**src/rtl/pwm_note_sequencer_ctrl.sv**
```systemverilog
// Note-sequence controller: steps through a writable {note, len} pattern memory at a
// programmable tempo. Optional staccato gap enabled by defining NOTE_GAP_EN.
module pwm_note_sequencer_ctrl #(
    parameter int unsigned       DEPTH      = 16,
    parameter int unsigned       AW         = 4,
    parameter int unsigned       NOTE_W     = 6,
    parameter logic [NOTE_W-1:0] REST_NOTE  = '0,
    parameter int unsigned       GAP_CYCLES = 256
) (
    input  logic              i_clk,
    input  logic              i_rst,
    input  logic              i_wr_en,
    input  logic [AW-1:0]     i_wr_addr,
    input  logic [NOTE_W+3:0] i_wr_data,
    input  logic [31:0]       i_unit_period,
    input  logic [AW-1:0]     i_last_addr,
    input  logic              i_loop,
    input  logic              i_play,
    input  logic              i_pause,
    input  logic              i_stop,
    output logic [NOTE_W-1:0] o_note,
    output logic              o_note_strobe,
    output logic [AW-1:0]     o_index,
    output logic              o_playing,
    output logic              o_done
);

    typedef enum logic [1:0] {StIdle, StPlay, StPause} state_e;

    state_e            r_state, w_state_next;

    logic [NOTE_W+3:0] r_mem [DEPTH];
    logic [NOTE_W-1:0] r_note;
    logic [3:0]        r_len;
    logic [3:0]        r_len_cnt;
    logic [31:0]       r_unit;
    logic [AW-1:0]     r_index;
    logic              r_strobe;
    logic              r_done;

    logic [31:0]       w_period;
    logic              w_unit_end;
    logic              w_note_end;
    logic              w_at_last;
    logic              w_start;
    logic              w_advance;
    logic              w_finish;
    logic              w_gap;
    logic [AW-1:0]     w_next_index;
    logic [NOTE_W+3:0] w_next_entry;
    logic [NOTE_W+3:0] w_first_entry;

    always_ff @(posedge i_clk) begin
        if (i_wr_en) begin
            r_mem[i_wr_addr] <= i_wr_data;
        end
    end

    assign w_period      = (i_unit_period == 32'd0) ? 32'd1 : i_unit_period;
    assign w_unit_end    = (r_unit >= w_period - 32'd1);
    // len 0 wraps to 15 here, giving the 16-unit note
    assign w_note_end    = w_unit_end && (r_len_cnt == r_len - 4'd1);
    assign w_at_last     = (r_index == i_last_addr);
    assign w_next_index  = w_at_last ? '0 : r_index + AW'(1);
    assign w_next_entry  = r_mem[w_next_index];
    assign w_first_entry = r_mem[0];

    assign w_start   = (r_state == StIdle) && (w_state_next == StPlay);
    // The cycle a pause is taken is frozen, so it never counts toward the note length
    assign w_advance = (r_state == StPlay) && (w_state_next == StPlay);
    assign w_finish  = (r_state == StPlay) && (w_state_next == StIdle) && !i_stop;

    always_ff @(posedge i_clk or posedge i_rst) begin
        if (i_rst) begin
            r_state <= StIdle;
        end else begin
            r_state <= w_state_next;
        end
    end

    always_comb begin
        w_state_next = r_state;
        unique case (r_state)
            StIdle: begin
                if (!i_stop && i_play) w_state_next = StPlay;
            end
            StPlay: begin
                if (i_stop) begin
                    w_state_next = StIdle;
                end else if (i_pause) begin
                    w_state_next = StPause;
                end else if (w_note_end && w_at_last && !i_loop) begin
                    w_state_next = StIdle;
                end
            end
            StPause: begin
                if (i_stop) begin
                    w_state_next = StIdle;
                end else if (i_play) begin
                    w_state_next = StPlay;
                end
            end
            default: w_state_next = StIdle;
        endcase
    end

    always_ff @(posedge i_clk or posedge i_rst) begin
        if (i_rst) begin
            r_note    <= REST_NOTE;
            r_len     <= 4'd0;
            r_len_cnt <= 4'd0;
            r_unit    <= 32'd0;
            r_index   <= '0;
            r_strobe  <= 1'b0;
            r_done    <= 1'b0;
        end else begin
            r_strobe <= 1'b0;
            r_done   <= w_finish;
            if (w_start) begin
                r_index   <= '0;
                r_note    <= w_first_entry[NOTE_W+3:4];
                r_len     <= w_first_entry[3:0];
                r_unit    <= 32'd0;
                r_len_cnt <= 4'd0;
                r_strobe  <= 1'b1;
            end else if (w_state_next == StIdle) begin
                r_index   <= '0;
                r_unit    <= 32'd0;
                r_len_cnt <= 4'd0;
            end else if (w_advance) begin
                if (w_note_end) begin
                    r_index   <= w_next_index;
                    r_note    <= w_next_entry[NOTE_W+3:4];
                    r_len     <= w_next_entry[3:0];
                    r_unit    <= 32'd0;
                    r_len_cnt <= 4'd0;
                    r_strobe  <= 1'b1;
                end else if (w_unit_end) begin
                    r_unit    <= 32'd0;
                    r_len_cnt <= r_len_cnt + 4'd1;
                end else begin
                    r_unit    <= r_unit + 32'd1;
                end
            end
        end
    end

`ifdef NOTE_GAP_EN
    logic [36:0] w_units;
    logic [36:0] w_total;
    logic [36:0] w_remain;
    logic [36:0] w_gap_len;

    assign w_units   = (r_len == 4'd0) ? 37'd16 : 37'(r_len);
    assign w_total   = w_units * 37'(w_period);
    // Cycles of the current note still to come after this one
    assign w_remain  = (w_units - 37'd1 - 37'(r_len_cnt)) * 37'(w_period)
                     + 37'(w_period - 32'd1 - r_unit);
    assign w_gap_len = (37'(GAP_CYCLES) < w_total - 37'd1) ? 37'(GAP_CYCLES)
                                                           : w_total - 37'd1;
    assign w_gap     = (w_remain < w_gap_len);
`else
    // GAP_CYCLES only matters when the gap is built in
    assign w_gap = 1'b0 & (GAP_CYCLES != 0);
`endif

    always_comb begin
        o_note = REST_NOTE;
        if (r_state == StPlay && !w_gap) begin
            o_note = r_note;
        end
        o_note_strobe = r_strobe;
        o_index       = r_index;
        o_playing     = (r_state == StPlay);
        o_done        = r_done;
    end

endmodule

```
**config.mk**
```make
export PLATFORM = sky130hd
export DESIGN_NAME = pwm_note_sequencer_ctrl
export DESIGN_NICKNAME = d
export VERILOG_FILES = /design/src/rtl/pwm_note_sequencer_ctrl.sv
export SDC_FILE = /design/constraint.sdc
export NUM_CORES = 1
export LEC_CHECK = 0
export CAP_MARGIN = 20
export CORE_UTILIZATION = 45
export CTS_CLUSTER_SIZE = 24
export DETAILED_ROUTE_END_ITERATION = 10
export PLACE_DENSITY_LB_ADDON = 0.3
export REMOVE_ABC_BUFFERS = 1
export SLEW_MARGIN = 20
export SYNTH_ARGS = -nofsm -noshare
export SYNTH_HDL_FRONTEND = slang
export SYNTH_SLANG_ARGS = --single-unit
```
**constraint.sdc**
```tcl
create_clock -name i_clk -period 5.6 [get_ports i_clk]
set_input_delay 0.56 -clock i_clk [delete_from_list [all_inputs] [get_ports i_clk]]
set_output_delay 0.56 -clock i_clk [all_outputs]
set_load 0.02 [all_outputs]
```
Word level (Yosys, flattened, before mapping)
Memories as Yosys holds them, arrays and structs flattened.
Cells that the tools add are included.

word-level totals
  memories = 1
  RAM bits = 160
  register bits = 54
  word-level logic and storage cells = 80
  output and inout bits = 13

memories
  name   depth  width  read ports  clocked after Yosys merged registers in  write ports  line  text
  r_mem  16     10     2           0                                        1            32    logic [NOTE_W+3:0] r_mem [DEPTH];

cells by class
  mux-type cells = 38
  equality and inequality tests = 6
  add/subtract/negate cells = 5
  magnitude comparators = 1
  reductions and logical operators = 21

operator list
  cell                                                  count
  two-way mux 32 bit                                    6
  two-way mux 4 bit                                     14
  adder 32 x 1 -> 32 bit (second input constant)        1
  >= comparator 32 bit                                  1
  zero test 32 bit                                      1
  subtractor 32 x 1 -> 32 bit (second input constant)   1
  two-way mux 6 bit                                     5
  two-way mux 2 bit                                     6
  adder 4 x 1 -> 4 bit (second input constant)          2
  equality test 4 bit                                   2
  logical AND 1 bit                                     8
  two-way mux 1 bit                                     6
  one-hot mux 2 bit (3 select lines)                    1
  nonzero test 3 bit                                    2
  equality test 2 x 1 -> 1 bit (second input constant)  2
  zero test 2 bit                                       2
  AND reduction 2 bit                                   2
  nonzero test 2 bit                                    2
  nonzero test 4 bit                                    1
  subtractor 4 x 1 -> 4 bit (second input constant)     1
  AND reduction 3 bit                                   1
  equality test 2 bit (second input constant)           1
  zero test 1 bit                                       2
  != test 2 bit (second input constant)                 1

Longest topological paths before layout
  depth after elaboration = 16
  gate-level depth with buffers = 23
  mapped depth without buffers = 20

Worst setup path after synthesis
Ideal clock, no wire load.

  path kind = input-to-reg
  from = input port i_unit_period[18]
  to = register r_len[1]
  setup slack = 0.760 ns
  data arrival time = 4.714 ns
  required time = 5.474 ns
  buffers on the path = 2
  cell stages on the path = 22
  cell sequence = or4_4 nor4_1 nand4b_1 nor3_1 nor2_1 ha_1 nand2_1 or3_1 buf_6 nor3_4 and3b_1 xnor2_1 ha_1 nand4_1 nor2_1 a221oi_1 o41ai_1 a211o_1 and4_1 buf_2 o31a_1 a221o_1

on the way
  word-level cells in the longest chain between the ends = 15

ends and longest elaborated chain
  element                                                        line    text
  from (decl)                                                    15      input logic [31:0] i_unit_period,
  zero test 32 bit                                               59      assign w_period = (i_unit_period == 32'd0) ? 32'd1 : i_unit_period;
  two-way mux 32 bit (*)                                         59
  subtractor 32 x 1 -> 32 bit (*)                                60      assign w_unit_end = (r_unit >= w_period - 32'd1);
  >= comparator 32 bit (*)                                       60
  logical AND 1 bit (*)                                          62      assign w_note_end = w_unit_end && (r_len_cnt == r_len - 4'd1);
  logical AND 1 bit (2 in a row)                                 92      end else if (w_note_end && w_at_last && !i_loop) begin
  two-way mux 2 bit                                              92
  two-way mux 2 bit                                              90      end else if (i_pause) begin
  two-way mux 2 bit                                              88      if (i_stop) begin
  one-hot mux 2 bit (3 select lines)                             83      unique case (r_state)
  equality test 2 x 1 -> 1 bit                                   68, 70
  logical AND 1 bit, on equally long branches                    68, 70
  != test 2 bit (no line) or nonzero test 2 bit (tied branches)  n/a
  AND reduction 3 bit (no line)                                  n/a
  to (signal assigned)                                           122     r_len <= w_first_entry[3:0];
  to (signal assigned)                                           134     r_len <= w_next_entry[3:0];
  to (decl)                                                      34      logic [3:0] r_len;

Every way passes the cells marked *; elsewhere a longest branch is shown, timed or not.
A chain may end at the register's enable or synchronous reset.

Worst setup path in the final report
  from = input port i_unit_period[23]
  to = register r_note[1]

on the way
  word-level cells in the longest chain between the ends = 15

ends and longest elaborated chain
  element                                                        line    text
  zero test 32 bit                                               59
  two-way mux 32 bit (*)                                         59
  subtractor 32 x 1 -> 32 bit (*)                                60
  >= comparator 32 bit (*)                                       60
  logical AND 1 bit (*)                                          62
  logical AND 1 bit (2 in a row)                                 92
  two-way mux 2 bit                                              92
  two-way mux 2 bit                                              90
  two-way mux 2 bit                                              88
  one-hot mux 2 bit (3 select lines)                             83
  equality test 2 x 1 -> 1 bit                                   68, 70
  logical AND 1 bit, on equally long branches                    68, 70
  != test 2 bit (no line) or nonzero test 2 bit (tied branches)  n/a
  AND reduction 3 bit (no line)                                  n/a
  to (signal assigned)                                           121     r_note <= w_first_entry[NOTE_W+3:4];
  to (signal assigned)                                           133     r_note <= w_next_entry[NOTE_W+3:4];
  to (decl)                                                      33      logic [NOTE_W-1:0] r_note;

Marked as above.

==> results.py <==
metrics = {
    "run_status": {
        "status": "completed",
    },
    "grt": {
        "grt.overflow.total": 0,
        "grt_pass1_wl_microns": 39360,
        "grt_max_degree": 55,
        "grt_pass1_vias": 7306,
        "grt_antenna_before_repair": 0,
        "grt_use_total_pct": 20.94,
    },
    "floorplan": {
        "die_w_microns": 155.7,
        "num_io_pins": 70,
        "die_y_microns": 155.7,
        "num_rows": 55,
        "start_util_pct": 46.40,
        "die-area_sq_mm": 0.02425,
        "coreArea_sq_mm": 0.02292,
    },
    "layout": {
        "final_cell_mix": "edfxtp_1 (160), nor2_1 (87), nand2_1 (84)",
        "num-nets-final": 1083,
        "final_common_cell": "edfxtp_1",
        "antenna_cells": 0,
        "fillers": 1999,
        "layout-drive-gt1-share_pct": 8.657,
        "post-route-util_pct": 54.96,
        "area_growth_pct": 18.44,
    },
    "power_and_ir_drop": {
        "power.share.clock_pct": 42.7,
        "p_comb_share_pct": 7.0,
        "seq_power_share_pct": 50.3,
        "p_int_mw": 2.751,
        "power.total_mw": 3.514,
        "peakVddDrop_mv": 0.2830,
        "power.density_mw_per_mm2": 279.1,
        "p_sw_uw": 763.3,
        "leakagePower_nw": 4.433,
        "swShare_pct": 21.72,
    },
    "clocking": {
        "ctsHoldBuffers": 0,
        "path_clk_slew_ps": 60,
        "clock_path_buffers": 3,
        "clock_latency_ps": 500,
        "cts_resized": 0,
        "cts_sinks": 214,
        "root_buffer": "clkbuf_16",
        "tritoncts": "built",
        "numCtsBuffers": 23,
        "htreeDepth": 1,
        "post_cts_buffers": 0,
    },
    "setup_path": {
        "startpoint_type": "input pin",
        "r2r_start": "o_index[0]",
        "r2r_setup_slack_ps": 2050,
        "worstPathRequired_ps": 5980,
        "cp_max_fo": 10,
        "cp-end-kind": "register",
        "cp_data_arrival_time_ps": 5520,
        "r2r_end": "r_note[4]",
        "r2r_cells": 9,
        "critPathKind": "in2reg",
    },
    "hold_path": {
        "hp-class": "reg2reg",
        "holdPathStages": 1,
        "hp-start": "r_note[2]",
        "min_to": "r_note[2]",
    },
    "sta": {
        "period_needed_ps": 5143,
        "hold_viol_final": 0,
        "rsz0062_at_grt": "no",
        "fin_crit_sh_pct": 91.83,
        "max_freq_ghz": 0.1945,
        "worst_pin_slew_ps": 1060,
        "setup_viol": 0,
        "skew_ps": 9.506,
        "maxSlewHeadroom_pct": 29.07,
        "fin_ws_ps": 457.5,
        "report.final.slew_viol_count": 0,
    },
    "routing": {
        "antenna_left": 0,
        "drt_first_pass_iters": 5,
        "drc": 0,
        "drt_iter0_drc": 597,
        "wl_microns": 24840,
        "vias": 7392,
        "drt-vias-per-instance": 5.608,
        "wire_per_inst_microns": 18.85,
    },
    "synth": {
        "yosysWarnings": 0,
        "yosysTopAreaCell": "edfxtp_1",
        "ys_seq_area_share_pct": 57.90,
        "synth_top_area_share_pct": 45.19,
        "syn-cell-area_sq_mm": 0.01063,
        "yosys_register_bits": 214,
        "synthFlopType": "edfxtp_1",
        "syn_inst": 894,
        "ys_top_cells_by_area": "edfxtp_1 (45%), dfrtp_1 (13%), mux2i_1 (4.7%), ha_1 (4.4%), xnor2_1 (3.2%)",
        "async_reset_ff_share_pct": 25.23,
        "syn_area_per_cell_sq_um": 11.89,
        "synth-edff-count": 160,
        "ys_types": 63,
    },
    "placed_design": {
        "portBuffers": 69,
        "gp_congestion": 0.8187,
        "pre_cts_ws_ps": -15.72,
        "dp_hpwl_microns": 17120,
    },
    "run": {
        "drv_cap": 0,
    },
}
==> Yosys cell counts, types with 12 or more instances <==
cell / count
or3_1: 12
ha_1: 37
nand3_1: 25
nor2_1: 87
xor2_1: 24
buf_2: 17
a21oi_1: 19
dfrtp_1: 54
nand2b_1: 15
a31oi_1: 13
o21ai_0: 20
nand2_1: 84
xnor2_1: 39
mux2i_1: 50
o311ai_0: 21
inv_1: 14
nor3_1: 40
clkbuf_1: 14
edfxtp_1: 160
==> power groups by stage <==
stage	registers [mW]	logic (mW)	clock network [mW]
final	1.77	0.246	1.50
after detailed placement	1.80	0.246	0
after floorplan	1.79	0.118	0
after CTS	1.77	0.248	1.52
after global placement	1.80	0.241	0
after global routing	1.77	0.270	1.58
==> how the worst max path moves through the flow <==
stage                      start           end  cells after the start  slack (ps)
2_1_floorplan  i_unit_period[18]  r_len_cnt[1]                     20         700
3_3_place_gp   i_unit_period[23]     r_note[4]                     22          90
3_5_place_dp   i_unit_period[23]     r_note[1]                     22         -20
4_1_cts        i_unit_period[23]     r_note[1]                     22         460
5_1_grt        i_unit_period[18]     r_note[1]                     21         170
6_report       i_unit_period[23]     r_note[1]                     22         460
==> routing by layer <==
metal  global-route usage, %  wire length (microns)  part of all wire [%]  vias up
met5                       0                      0                     0        -
met4                   7.423                    761                   3.1        0
met3                   2.944                   1418                   5.7       46
met2                   34.76                  11690                    47      212
met1                   28.10                  10970                    44     3579
li1                        -                      -                     -     3555
==> worst max-delay path, cell delays in order <==
cell and delay [ps]:
clkdlybuf4s50_1 420, or4_1 580, nor4_1 200, buf_4 160, nand4b_1 180, nor3_1 280, nor2_1 100, ha_1 200
nand2_1 100, or3_1 190, nor3_4 50, and3b_1 190, xnor2_1 130, ha_1 290, nand4_1 160, nor2_1 60
a221oi_1 270, o41ai_1 130, a211o_1 380, and4_1 420, o31a_1 180, a221o_1 280
==> metrics by stage <==
stage	instances	cell area [sq um]	hold WS [ps]	setup TNS (ps)
after floorplan	858	10450	470.4	0
after global placement	1277	11840	490.2	0
after detailed placement	1277	11850	488.3	-29.00
after CTS	1318	12590	507.9	0
after global routing	1318	12590	512.3	0
final	1318	12590	510.9	0
==> sequential cells by signal, summed over array words and instances, names as in the netlist <==
signal	flops
o_note_strobe	1
o_index	4
r_len_cnt	4
r_state	2
r_len	4
r_note	6
r_mem	160
o_done	1
r_unit	32
==> logic make-up (layout without fill, tap and decap cells) <==
logic type | Yosys count | in the layout | synth area share (%)
AOI/OAI and AO/OA | 133 | 133 | 8.991
and+or+nand+nor | 347 | 347 | 16.69
buffers and inverters | 50 | 161 | 2.177
adders and majority gates | 37 | 37 | 4.354
xor gates and xnor gates | 63 | 63 | 5.189
DFF | 214 | 214 | 57.90
muxes | 50 | 50 | 4.707
==> area by class of cell <==
| cell class | instances | area (sq um) | share of cell area, % |
|---|---|---|---|
| sequential | 214 | 6156 | 48.88 |
| timing repair buffer | 106 | 980.9 | 7.789 |
| tap | 313 | 391.6 | 3.110 |
| clock inverter | 15 | 157.7 | 1.252 |
| inverter | 14 | 52.55 | 0.4173 |
| multi-input combinational | 630 | 4268 | 33.89 |
| clock buffer | 26 | 586.8 | 4.660 |
(Power assumes the default switching activity.)
